$ cat src/rtl/out_port_buffered.sv
// Buffered output port: DEPTH-word FIFO ahead of a registered presentation stage (outPort/outValid).
// Latency: 1 edge load-to-pin when the FIFO is empty; writes that find no room are dropped and flag overflow.

module out_port_fifo #(
  parameter int WIDTH = 32,
  parameter int DEPTH = 4
) (
  input  logic                           clock,
  input  logic                           clear,
  input  logic                           push,
  input  logic [WIDTH-1:0]               push_dat,
  input  logic                           pop,
  output logic [WIDTH-1:0]               head_dat,
  output logic [$clog2(DEPTH+1)-1:0]     occ
);
  // Circular buffer with a separate occupancy count; the caller guarantees
  // push only when room exists after this edge's pop.
  localparam int AW    = $clog2(DEPTH);
  localparam int OCC_W = $clog2(DEPTH+1);

  logic [WIDTH-1:0] ram [DEPTH];
  logic [AW-1:0]    wr_ptr = '0;
  logic [AW-1:0]    rd_ptr = '0;
  logic [OCC_W-1:0] occ_q  = '0;

  always_ff @(posedge clock) begin
    if (push && !clear) begin
      ram[wr_ptr] <= push_dat;
    end
  end

  always_ff @(posedge clock) begin
    if (clear) begin
      wr_ptr <= '0;
      rd_ptr <= '0;
      occ_q  <= '0;
    end else begin
      if (push) begin
        wr_ptr <= wr_ptr + AW'(1);
      end
      if (pop) begin
        rd_ptr <= rd_ptr + AW'(1);
      end
      occ_q <= occ_q + OCC_W'(push) - OCC_W'(pop);
    end
  end

  assign head_dat = ram[rd_ptr];
  assign occ      = occ_q;
endmodule

module out_port_buffered #(
  parameter int          DATA_WIDTH = 32,
  parameter int          DEPTH      = 4,
  parameter logic [31:0] INIT       = 32'h0
) (
  input  logic                               clock,
  input  logic                               clear,
  input  logic                               enable,
  input  logic [DATA_WIDTH-1:0]              BusMuxOut,
  input  logic                               outAck,
  output logic [DATA_WIDTH-1:0]              outPort,
  output logic                               outValid,
  output logic                               full,
  output logic                               empty,
  output logic [$clog2(DEPTH+1):0]           count,
  output logic                               overflow
);
  localparam int OCC_W = $clog2(DEPTH+1);
  localparam int CNT_W = OCC_W + 1;

  logic [DATA_WIDTH-1:0] port_q  = DATA_WIDTH'(INIT);
  logic                  valid_q = 1'b0;
  logic                  ovf_q   = 1'b0;

  logic [DATA_WIDTH-1:0] head_dat;
  logic [OCC_W-1:0]      occ;
  logic                  stage_free;
  logic                  fifo_empty;
  logic                  pop;
  logic                  bypass;
  logic                  room;
  logic                  push;
  logic                  drop;

  // An ack while nothing is presented carries no meaning, so the stage is
  // free only when empty or being consumed this edge.
  assign stage_free = !valid_q || outAck;
  assign fifo_empty = (occ == '0);
  assign pop        = stage_free && !fifo_empty;
  assign bypass     = stage_free && fifo_empty && enable;
  // Room is judged after this edge's pop, which lets full+ack+write proceed.
  assign room       = (occ - OCC_W'(pop)) < OCC_W'(DEPTH);
  assign push       = enable && !bypass && room;
  assign drop       = enable && !bypass && !room;

  out_port_fifo #(
    .WIDTH (DATA_WIDTH),
    .DEPTH (DEPTH)
  ) u_fifo (
    .clock    (clock),
    .clear    (clear),
    .push     (push && !clear),
    .push_dat (BusMuxOut),
    .pop      (pop && !clear),
    .head_dat (head_dat),
    .occ      (occ)
  );

  always_ff @(posedge clock) begin
    if (clear) begin
      port_q  <= DATA_WIDTH'(INIT);
      valid_q <= 1'b0;
      ovf_q   <= 1'b0;
    end else begin
      if (pop) begin
        port_q  <= head_dat;
        valid_q <= 1'b1;
      end else if (bypass) begin
        port_q  <= BusMuxOut;
        valid_q <= 1'b1;
      end else if (stage_free) begin
        // Data is left in place so the pins never glitch between words.
        valid_q <= 1'b0;
      end
      if (drop) begin
        ovf_q <= 1'b1;
      end
    end
  end

  assign outPort  = port_q;
  assign outValid = valid_q;
  assign overflow = ovf_q;
  assign full     = (occ == OCC_W'(DEPTH));
  assign empty    = fifo_empty && !valid_q;
  assign count    = CNT_W'(occ) + CNT_W'(valid_q);
endmodule
$ cat config.mk
export PLATFORM = sky130hd
export DESIGN_NAME = out_port_buffered
export DESIGN_NICKNAME = d
export VERILOG_FILES = /design/src/rtl/out_port_buffered.sv
export SDC_FILE = /design/constraint.sdc
export NUM_CORES = 1
export LEC_CHECK = 0
export CAP_MARGIN = 15
export CELL_PAD_IN_SITES_DETAIL_PLACEMENT = 1
export CELL_PAD_IN_SITES_GLOBAL_PLACEMENT = 1
export CORE_ASPECT_RATIO = 0.9
export CORE_UTILIZATION = 32
export CTS_CLUSTER_DIAMETER = 120
export DETAILED_ROUTE_END_ITERATION = 12
export PLACE_DENSITY = 0.66
export REMOVE_ABC_BUFFERS = 1
export SETUP_SLACK_MARGIN = 0.15
export SYNTH_ARGS = -nofsm -noshare
export SYNTH_HDL_FRONTEND = slang
export SYNTH_SLANG_ARGS = --single-unit
$ cat constraint.sdc
create_clock -name clock -period 2.92 [get_ports clock]
set_input_delay 0.876 -clock clock [delete_from_list [all_inputs] [get_ports clock]]
set_output_delay 0.876 -clock clock [all_outputs]
set_load 0.02 [all_outputs]
==> impl_metrics.toml <==
[sta]
min_period_ps = 2739
fmax_ghz = 0.3651
grt_setup_unrepaired = "true"
finalSetupTns_ps = 0
finalMaxSlewViolations = 0
fin_ws_ps = 181.1
hold_viol_final = 0
slew_headroom_pct = 38.52
setup_viol = 0
worst_pin_slew_ps = 922.3
finClkSkew_ps = 11.14
fin_crit_sh_pct = 93.80

[global_route]
grt_usage_pct = 15.55
grt_pass1_wl_um = 24720
grt_max_degree = 37
grt_antenna_before_repair = 2
grt_pass1_vias = 4256
grt-ovfl-total = 0

[drt]
dr.pass1.iters = 6
drc = 0
viasPerCell = 5.134
routedWlPerCell_um = 20.28
routed_wirelength_um = 15760
ant_nets = 0
drtIter0Drc = 252
num_vias = 3989

[clocking]
postCtsSetupRepairBufs = 0
cts_tree = "built"
clock-root-buffer = "clkbuf_16"
h-tree-depth = 4
hold_buffers = 0
clk_pin_slew_ps = 70
cts_buffer_depth = 2
cts.sinks = 171
numCtsBuffers = 17
clk_latency_ps = 430

[placement]
post-place-cells = 743
dp_slack_ps = -211.4
port_buffers = 75
globalplace.congestion = 0.6872
hpwl_um = 9891

[worst_setup_path]
cp_top_family = "adder cells"
crit_chain = "clkdlybuf4s50_1 > nand2b_2 > a21oi_1 > o21a_1 > nand2_1 > ha_1 > inv_1 > ha_1 > fa_1 > xor2_1 > nor2_1"
arrival_ps = 3060
regToRegSetupSlack_ps = 300
crit_slowest_cell = "clkdlybuf4s50_1"
r2r-start = "u_fifo.occ[1]"
worstSetupEndpointType = "flip-flop"
required_ps = 3240
crit_buf_inv = 2
crit_fanout = 4
crit_path_start_kind = "primary input"
cpPeakStageDelay_ps = 400
cp_common_cell = "ha_1"
reg2reg_to = "u_fifo.occ[2]"
crit_type = "in2reg"
reg2reg_depth = 10

[layout]
syn_to_final_growth_pct = 28.26
fin_util_pct = 42.28
fillCellCount = 1998
instances_no_fill = 777
drive_above_1_share_pct = 20.00
nNetsFinal = 553

[die]
io_pins = 76
initial_core_util_pct = 32.96
rows = 49
die_h_um = 138.5
dieWidth_um = 153.7
core_um2 = 20110
die-area_um2 = 21300

[synthesis]
synth-simple-area-share_pct = 4.662
synthMuxAreaShare_pct = 11.04
yosys.cell_types.count = 34
synth_compound_area_share_pct = 8.248
ys_seq_area_share_pct = 70.97
synth_top_family_by_area = "multiplexers"
synthCells = 415
synth_top_area_share_pct = 57.98
synthesis.area_um2 = 6629
synth-xor-area-share_pct = 0.5285
yosys.area_share.adder_pct = 2.001
synth_seq_cells = 171
synth_top_area_cell = "edfxtp_1"
synth_area_leaders = "edfxtp_1 (58%), dfxtp_1 (13%), mux4_2 (11%), a21oi_1 (4.6%), nand3_1 (2.5%)"
ys_warn_count = 0
synth_area_per_cell_um2 = 15.97

[worst_hold_path]
hold_class = "reg2reg"
hold_start = "outPort[0]"
holdPathEnd = "outPort[0]"
holdPathStages = 2

[run]
cap_viol_max_count = 0

[power_and_ir_drop]
p_leak_nw = 2.856
power_density_nw_per_um2 = 946.8
power_mw = 8.050
vdd_drop_max_uv = 461.6

[outcome]
status = "complete, no violations"
[sequential cells by signal, indices dropped and copies added (netlist names), named ones only]
signal,cells
outValid,1
outPort,32
u_fifo.wr_ptr,2
u_fifo.rd_ptr,2
u_fifo.occ,3
u_fifo.ram,128
overflow,1
[cell usage after synthesis]
| cell type | instances |
|---|---|
| a211oi_1 | 2 |
| a211oi_2 | 2 |
| a21oi_1 | 61 |
| a31oi_1 | 1 |
| and2_1 | 2 |
| and3_1 | 5 |
| buf_1 | 3 |
| buf_2 | 6 |
| buf_4 | 6 |
| buf_6 | 1 |
| clkbuf_1 | 13 |
| dfxtp_1 | 43 |
| edfxtp_1 | 128 |
| fa_1 | 1 |
| ha_1 | 9 |
| inv_1 | 6 |
| mux2_1 | 1 |
| mux4_2 | 32 |
| nand2_1 | 2 |
| nand2_2 | 1 |
| nand2b_1 | 1 |
| nand3_1 | 33 |
| nor2_1 | 15 |
| nor2b_1 | 2 |
| nor3_1 | 1 |
| o2111ai_1 | 1 |
| o21a_1 | 1 |
| o21a_4 | 1 |
| o21ai_0 | 26 |
| o21ai_1 | 2 |
| o21ai_4 | 1 |
| o31ai_1 | 1 |
| or3_1 | 1 |
| xor2_1 | 4 |
[metrics by stage]
stage | instance area (um2) | hold WS (ps)
CTS | 8493 | 510.3
finish | 8502 | 507.7
global route | 8499 | 534.7
detailed placement | 7866 | 495.2
global placement | 7866 | 486.1
floorplan | 6482 | 484.7
[where the power goes]
| part | total (mW) | switching (mW) | leakage, nW | internal (mW) |
|---|---|---|---|---|
| logic | 2.55 | 1.41 | 1.05 | 1.14 |
| registers | 3.12 | 0.197 | 1.51 | 2.93 |
| clock network | 2.38 | 0.950 | 0.298 | 1.43 |
[how the worst max path moves through the flow]
stage	slack, ps	endpoint	from	cells past startpoint
after detailed placement	-210	u_fifo.occ[2]	outAck	11
final	180	u_fifo.occ[2]	outAck	11
after global placement	-110	u_fifo.occ[2]	outAck	11
after CTS	150	count[1]	outValid	3
after floorplan	-510	u_fifo.occ[1]	outAck	8
after global routing	90	u_fifo.occ[2]	outAck	11
[placed cells by master (no fill, tap or decap), types with 4 or more instances in the layout]
cell type and count:
nand3_1 33, buf_4 19, and3_2 4, mux4_2 32
clkdlybuf4s50_1 72, a21oi_1 61, dfxtp_1 40, ha_1 9
inv_1 6, nor2_1 15, o21ai_0 26, clkbuf_16 18
buf_12 8, edfxtp_1 128, xor2_1 4
[routing by layer]
metal	GRT usage, %	vias up	part of all wire, %
met5	0	-	0
li1	-	1804	-
met3	3.906	23	4.2
met4	5.474	0	1.6
met1	19.74	2074	45
met2	25.86	88	49
[cells by family after synthesis]
logic type      count (synthesis)
mux                            33
fa+ha+maj                      10
xor+xnor                        4
buf+inv                        35
flops                         171
compound gates                 99
simple gates                   63
[timing repair]
| action | in CTS | in global routing |
|---|---|---|
| resized for setup | 2 | 2 |
| setup endpoints to repair | 2 | 4 |
| pin swaps | 0 | 0 |
[worst reg2reg max path, delay by kind of cell, from the launching register on]
kind          cells  cell delay (ps)
flops             1              350
xor+xnor          1              170
simple gates      4              770
buf+inv           2              350
fa+ha+maj         3              860
[area by class of cell]
class / count / area, um2 / area share, %
sequential: 171 / 4708 / 55.38
multi-input combinational: 209 / 1764 / 20.75
timing repair buffer: 102 / 1054 / 12.39
clock buffer: 20 / 467.9 / 5.504
tap: 255 / 319.1 / 3.753
clock inverter: 12 / 161.4 / 1.898
inverter: 6 / 22.52 / 0.2649
antenna: 2 / 5.005 / 0.05887
Power figures use the tool's default switching activity.
